--- config.mk ---
export PLATFORM = sky130hd
export DESIGN_NAME = ej32_obuf_reader
export DESIGN_NICKNAME = d
export VERILOG_FILES = /design/src/rtl/ej32_obuf_reader.sv
export SDC_FILE = /design/constraint.sdc
export NUM_CORES = 1
export LEC_CHECK = 0
export CORE_MARGIN = 2
export CORE_UTILIZATION = 50
export CTS_BUF_LIST = sky130_fd_sc_hd__clkbuf_4
export DETAILED_ROUTE_END_ITERATION = 10
export GPL_ROUTABILITY_DRIVEN = 0
export PLACE_DENSITY = 0.83
export SLEW_MARGIN = 10
export SYNTH_ARGS = -nofsm -noshare
export SYNTH_HDL_FRONTEND = slang
export SYNTH_SLANG_ARGS = --single-unit
--- constraint.sdc ---
create_clock -name clk -period 1.7 [get_ports clk]
set_input_delay 0.34 -clock clk [delete_from_list [all_inputs] [get_ports clk]]
set_output_delay 0.34 -clock clk [all_outputs]
set_load 0.01 [all_outputs]
--- src/rtl/ej32_obuf_reader.sv ---
// Purpose: drains the eJ32 output buffer at OBUF onto a byte valid/ready stream.
// Latency: 3 cycles per byte with grant and ready held high: REQ/RD, WAIT, SEND.
// Backpressure: holds tx_data while !tx_ready and drops mem_req so the core can use the bus.
//
// Ports: clk, rst (synchronous, active-high); start/len start a transfer (ignored unless idle);
//        mem_req/mem_gnt/mem_rd/mem_a/mem_d form the byte-wide memory read port
//        (mem_d arrives one cycle after mem_rd); tx_data/tx_valid/tx_ready is the output
//        stream; busy, done and count report transfer status.
module ej32_obuf_reader #(
    parameter int          ASZ   = 17,
    parameter int unsigned OBUF  = 'h1400,
    parameter int          LSZ   = 10,
    parameter bit          STOPZ = 1'b0
) (
    input  logic           clk,
    input  logic           rst,
    input  logic           start,
    input  logic [LSZ-1:0] len,
    output logic           mem_req,
    input  logic           mem_gnt,
    output logic [ASZ-1:0] mem_a,
    output logic           mem_rd,
    input  logic [7:0]     mem_d,
    output logic [7:0]     tx_data,
    output logic           tx_valid,
    input  logic           tx_ready,
    output logic           busy,
    output logic           done,
    output logic [LSZ-1:0] count
);

    // RD names the cycle in which REQ sees the grant and strobes the read.
    // That cycle stays in REQ and leaves directly for WAIT, so RD is never
    // registered; it only has a defensive arc to WAIT.
    typedef enum logic [2:0] {IDLE, REQ, RD, WAIT, SEND, FIN} state_t;

    state_t         state;
    state_t         state_nxt;
    logic [ASZ-1:0] ptr;
    logic [LSZ-1:0] rem;
    logic [7:0]     data_q;
    logic [LSZ-1:0] cnt_q;

    // The pointer doubles as the address bus; it is only meaningful while mem_rd is high.
    assign mem_a   = ptr;
    assign tx_data = data_q;
    assign count   = cnt_q;

    always_comb begin
        state_nxt = state;
        mem_req   = 1'b0;
        mem_rd    = 1'b0;
        tx_valid  = 1'b0;
        done      = 1'b0;
        busy      = 1'b1;
        case (state)
            IDLE: begin
                busy = 1'b0;
                if (start) begin
                    state_nxt = (len == '0) ? FIN : REQ;
                end
            end
            REQ: begin
                mem_req = 1'b1;
                if (mem_gnt) begin
                    mem_rd    = 1'b1;
                    state_nxt = WAIT;
                end
            end
            RD: begin
                mem_req   = 1'b1;
                state_nxt = WAIT;
            end
            WAIT: begin
                // Bus is held until the data lands; a grant drop here is irrelevant.
                mem_req = 1'b1;
                if (STOPZ && (mem_d == 8'h00)) begin
                    state_nxt = FIN;
                end else begin
                    state_nxt = SEND;
                end
            end
            SEND: begin
                tx_valid = 1'b1;
                if (tx_ready) begin
                    state_nxt = (rem == '0) ? FIN : REQ;
                end
            end
            FIN: begin
                done      = 1'b1;
                state_nxt = IDLE;
            end
            default: begin
                state_nxt = IDLE;
            end
        endcase
    end

    always_ff @(posedge clk) begin
        if (rst) begin
            state  <= IDLE;
            ptr    <= '0;
            rem    <= '0;
            data_q <= '0;
            cnt_q  <= '0;
        end else begin
            state <= state_nxt;
            case (state)
                IDLE: begin
                    if (start) begin
                        ptr   <= ASZ'(OBUF);
                        rem   <= len;
                        cnt_q <= '0;
                    end
                end
                WAIT: begin
                    // A terminating NUL is captured too, but it is never presented.
                    data_q <= mem_d;
                    ptr    <= ptr + ASZ'(1);
                    rem    <= rem - LSZ'(1);
                end
                SEND: begin
                    if (tx_ready) begin
                        cnt_q <= cnt_q + LSZ'(1);
                    end
                end
                default: begin
                end
            endcase
        end
    end

endmodule

==> impl_metrics.py <==
metrics = {
    "status": {
        "status": "completed",
    },
    "timing": {
        "final.min_clock_period_ps": 1670,
        "period_share_pct": 98.5,
        "maxSlewHeadroom_pct": 74.4,
        "worstMarginPinSlew_ps": 380,
        "finalSetupViolations": 0,
        "drv_slew": 0,
        "whs_ps": 464,
        "finalHoldViolations": 0,
        "fmax_ghz": 0.597,
        "skew_ps": 9.52,
        "grt_setup_unrepaired": "true",
    },
    "setup_path": {
        "worstSetupEndpointType": "primary output",
        "critPathLaunchType": "flop",
        "crit_required_ps": 1360,
        "slowest_stage": "dfxtp_4",
        "critPathMaxFanout": 4,
        "cp_cell_sequence": "buf_6 -> or3_1 -> buf_2",
        "cp.buffers_inverters": 2,
        "path_class": "reg -> out",
        "cp.arrival_ps": 1330,
        "cp_slowest_stage_delay_ps": 380,
        "crit_family": "flip-flops",
    },
    "power": {
        "p_leak_nw": 1.49,
        "powerDensity_mw_per_mm2": 664,
        "ir_drop_mv": 0.425,
    },
    "clock_network": {
        "clk_pin_slew_worst_paths_ps": 140,
        "clock_path_buffers": 2,
        "cts.htree.levels": 2,
        "clock_latency_ps": 370,
        "cts_tree": "done",
        "cts-root-buf": "clkbuf_4",
        "clock_sinks": 48,
        "hold_buffers": 0,
        "cts_made_buffers": 5,
    },
    "synthesis": {
        "syn_area_mm2": 0.00243,
        "yosysWarnings": 0,
        "synth_edf_count": 0,
        "ys_seq_elements": 48,
        "ys_seq_area_share_pct": 39.5,
        "syn_nets": 321,
        "synth_commonest_cells": "dfxtp_1, nor2_1, nand2_1, a21oi_1, nand3_1",
        "synth_area_leaders": "dfxtp_1, nor2_1, a21oi_1",
        "synthFlopType": "dfxtp_1",
        "yosysTopAreaCell": "dfxtp_1",
        "synthCells": 295,
        "async_flop_share_pct": 0,
        "ys_types": 50,
        "syn-mean-instance-area_um2": 8.24,
        "synth_most_common_cell": "dfxtp_1",
        "netlist.area_leader.share_pct": 39.5,
    },
    "placed_design": {
        "placed_area_mm2": 0.00329,
        "portBuffers": 62,
        "dp.final_hpwl_um": 4500,
    },
    "floorplanning": {
        "num_rows": 25,
        "start_util_pct": 51.8,
        "dieArea_mm2": 0.00543,
        "dieWidth_um": 73.7,
        "die_h_um": 73.7,
        "coreArea_mm2": 0.00469,
        "io_pins": 63,
    },
    "layout": {
        "insertedDiodeCount": 0,
        "areaGrowthSynthToFinish_pct": 44.5,
        "drive_gt1_share_pct": 25.9,
        "design_area_mm2": 0.00351,
        "nNetsFinal": 407,
    },
    "route": {
        "dr.pass1.iters": 4,
        "drt_iter0_markers": 97,
        "vias": 2550,
        "drc": 0,
        "wl_per_cell_um": 14.3,
        "avgViaCountPerCell": 5.85,
        "wirelength_um": 6220,
        "ant_nets": 0,
    },
    "flow_run": {
        "maxCapViolCount": 0,
    },
    "global_route": {
        "grt_max_degree": 23,
        "track_usage_pct": 24.1,
        "grt_first_pass_wirelength_um": 10400,
        "grt_antenna_before_repair": 0,
        "grt_overflow": 0,
        "first_global_vias": 2280,
    },
    "worst_hold_path": {
        "min_path_type": "reg -> reg",
    },
}
-- cell families (layout without fill, tap and decap cells) --
family          Yosys count  in the layout  synth area share [%]
fa+ha+maj                 3              3                  1.54
xor+xnor                  6              6                  2.16
compound gates           65             65                  17.0
buf+inv                  24            111                  4.27
mux                       7              7                  3.40
flops                    48             48                  39.5
simple gates            142            142                  32.1
-- worst register-to-register path: cells and delay by family (launching register included) --
kind,cells,cell delay (ps)
buffers and inverters,3,460
DFF,1,380
muxes,1,250
and+or+nand+nor,3,490
-- path summary, 6_finish.rpt --
kind                              endpoint  cells after the start  startpoint  slack (ps)
worst max-delay path                  busy                      3    state[1]          30
worst min-delay path            tx_data[2]                      2  tx_data[2]         460
worst max register to register   mem_a[10]                      7    state[1]          50
worst min register to register  tx_data[2]                      2  tx_data[2]         460
-- cell usage in the layout (no fill, tap or decap), types with 4 or more instances in the layout --
cell	n
or3_1	4
dfxtp_4	9
dlymetal6s2s_1	10
o21ai_0	8
xor2_1	6
inv_1	8
dfxtp_1	22
a22oi_1	6
nand4_1	8
nand3_1	14
and2_1	4
and4_1	6
mux2_2	4
clkbuf_4	5
nand2_1	31
a311oi_1	5
dfxtp_2	17
buf_4	29
nor3_1	4
clkdlybuf4s50_1	46
nor2_1	39
a21oi_1	29
-- layout make-up --
cell class / instances / area [um2]
multi-input cells: 223 / 1420
clock buffers: 5 / 37.5
flip-flops and latches: 48 / 1020
inverters: 8 / 30.0
fillers: 358 / 1180
repair buffers: 95 / 897
well taps: 54 / 67.6
clock inverters: 3 / 42.5
-- power breakdown --
| group | internal [W] | switching, W |
|---|---|---|
| Sequential | 0.00115 | 0.0000451 |
| Combinational | 0.000232 | 0.000220 |
| Clock | 0.000308 | 0.000376 |
-- sequential cells by signal (all words and copies together) (netlist names) --
signal / cells
count: 10
mem_a: 17
rem: 10
tx_data: 8
state: 3
-- routing by layer --
| layer | share of wire (%) | global-route usage (%) | wire, um | vias up |
|---|---|---|---|---|
| met5 | 0 | 0 | 0 | - |
| met4 | 1.7 | 6.87 | 105 | 0 |
| met3 | 6.4 | 5.62 | 401 | 13 |
| met2 | 49 | 40.6 | 3040 | 84 |
| met1 | 43 | 30.7 | 2670 | 1204 |
| li1 | - | - | - | 1249 |
-- repair_timing --
item	in CTS	in global routing
gates cloned	0	0
pin swaps	0	1
gates resized for setup	33	46
setup buffers	1	1
endpoints found under the setup margin	29	39
-- stage by stage --
step                      utilization (%)  setup TNS [ps]  setup slack (ps)  power [W]  instances
after floorplan                         -               0               116    0.00144        295
final                                74.8               0              25.4    0.00233        436
after detailed placement             70.1           -4050              -263    0.00165        426
after global placement               70.1           -2490              -218    0.00164        426
after CTS                            72.5               0              1.62    0.00233        435
after global routing                 74.8           -99.7             -42.5    0.00244        436
Note: power is estimated with default switching activity, not from simulation.
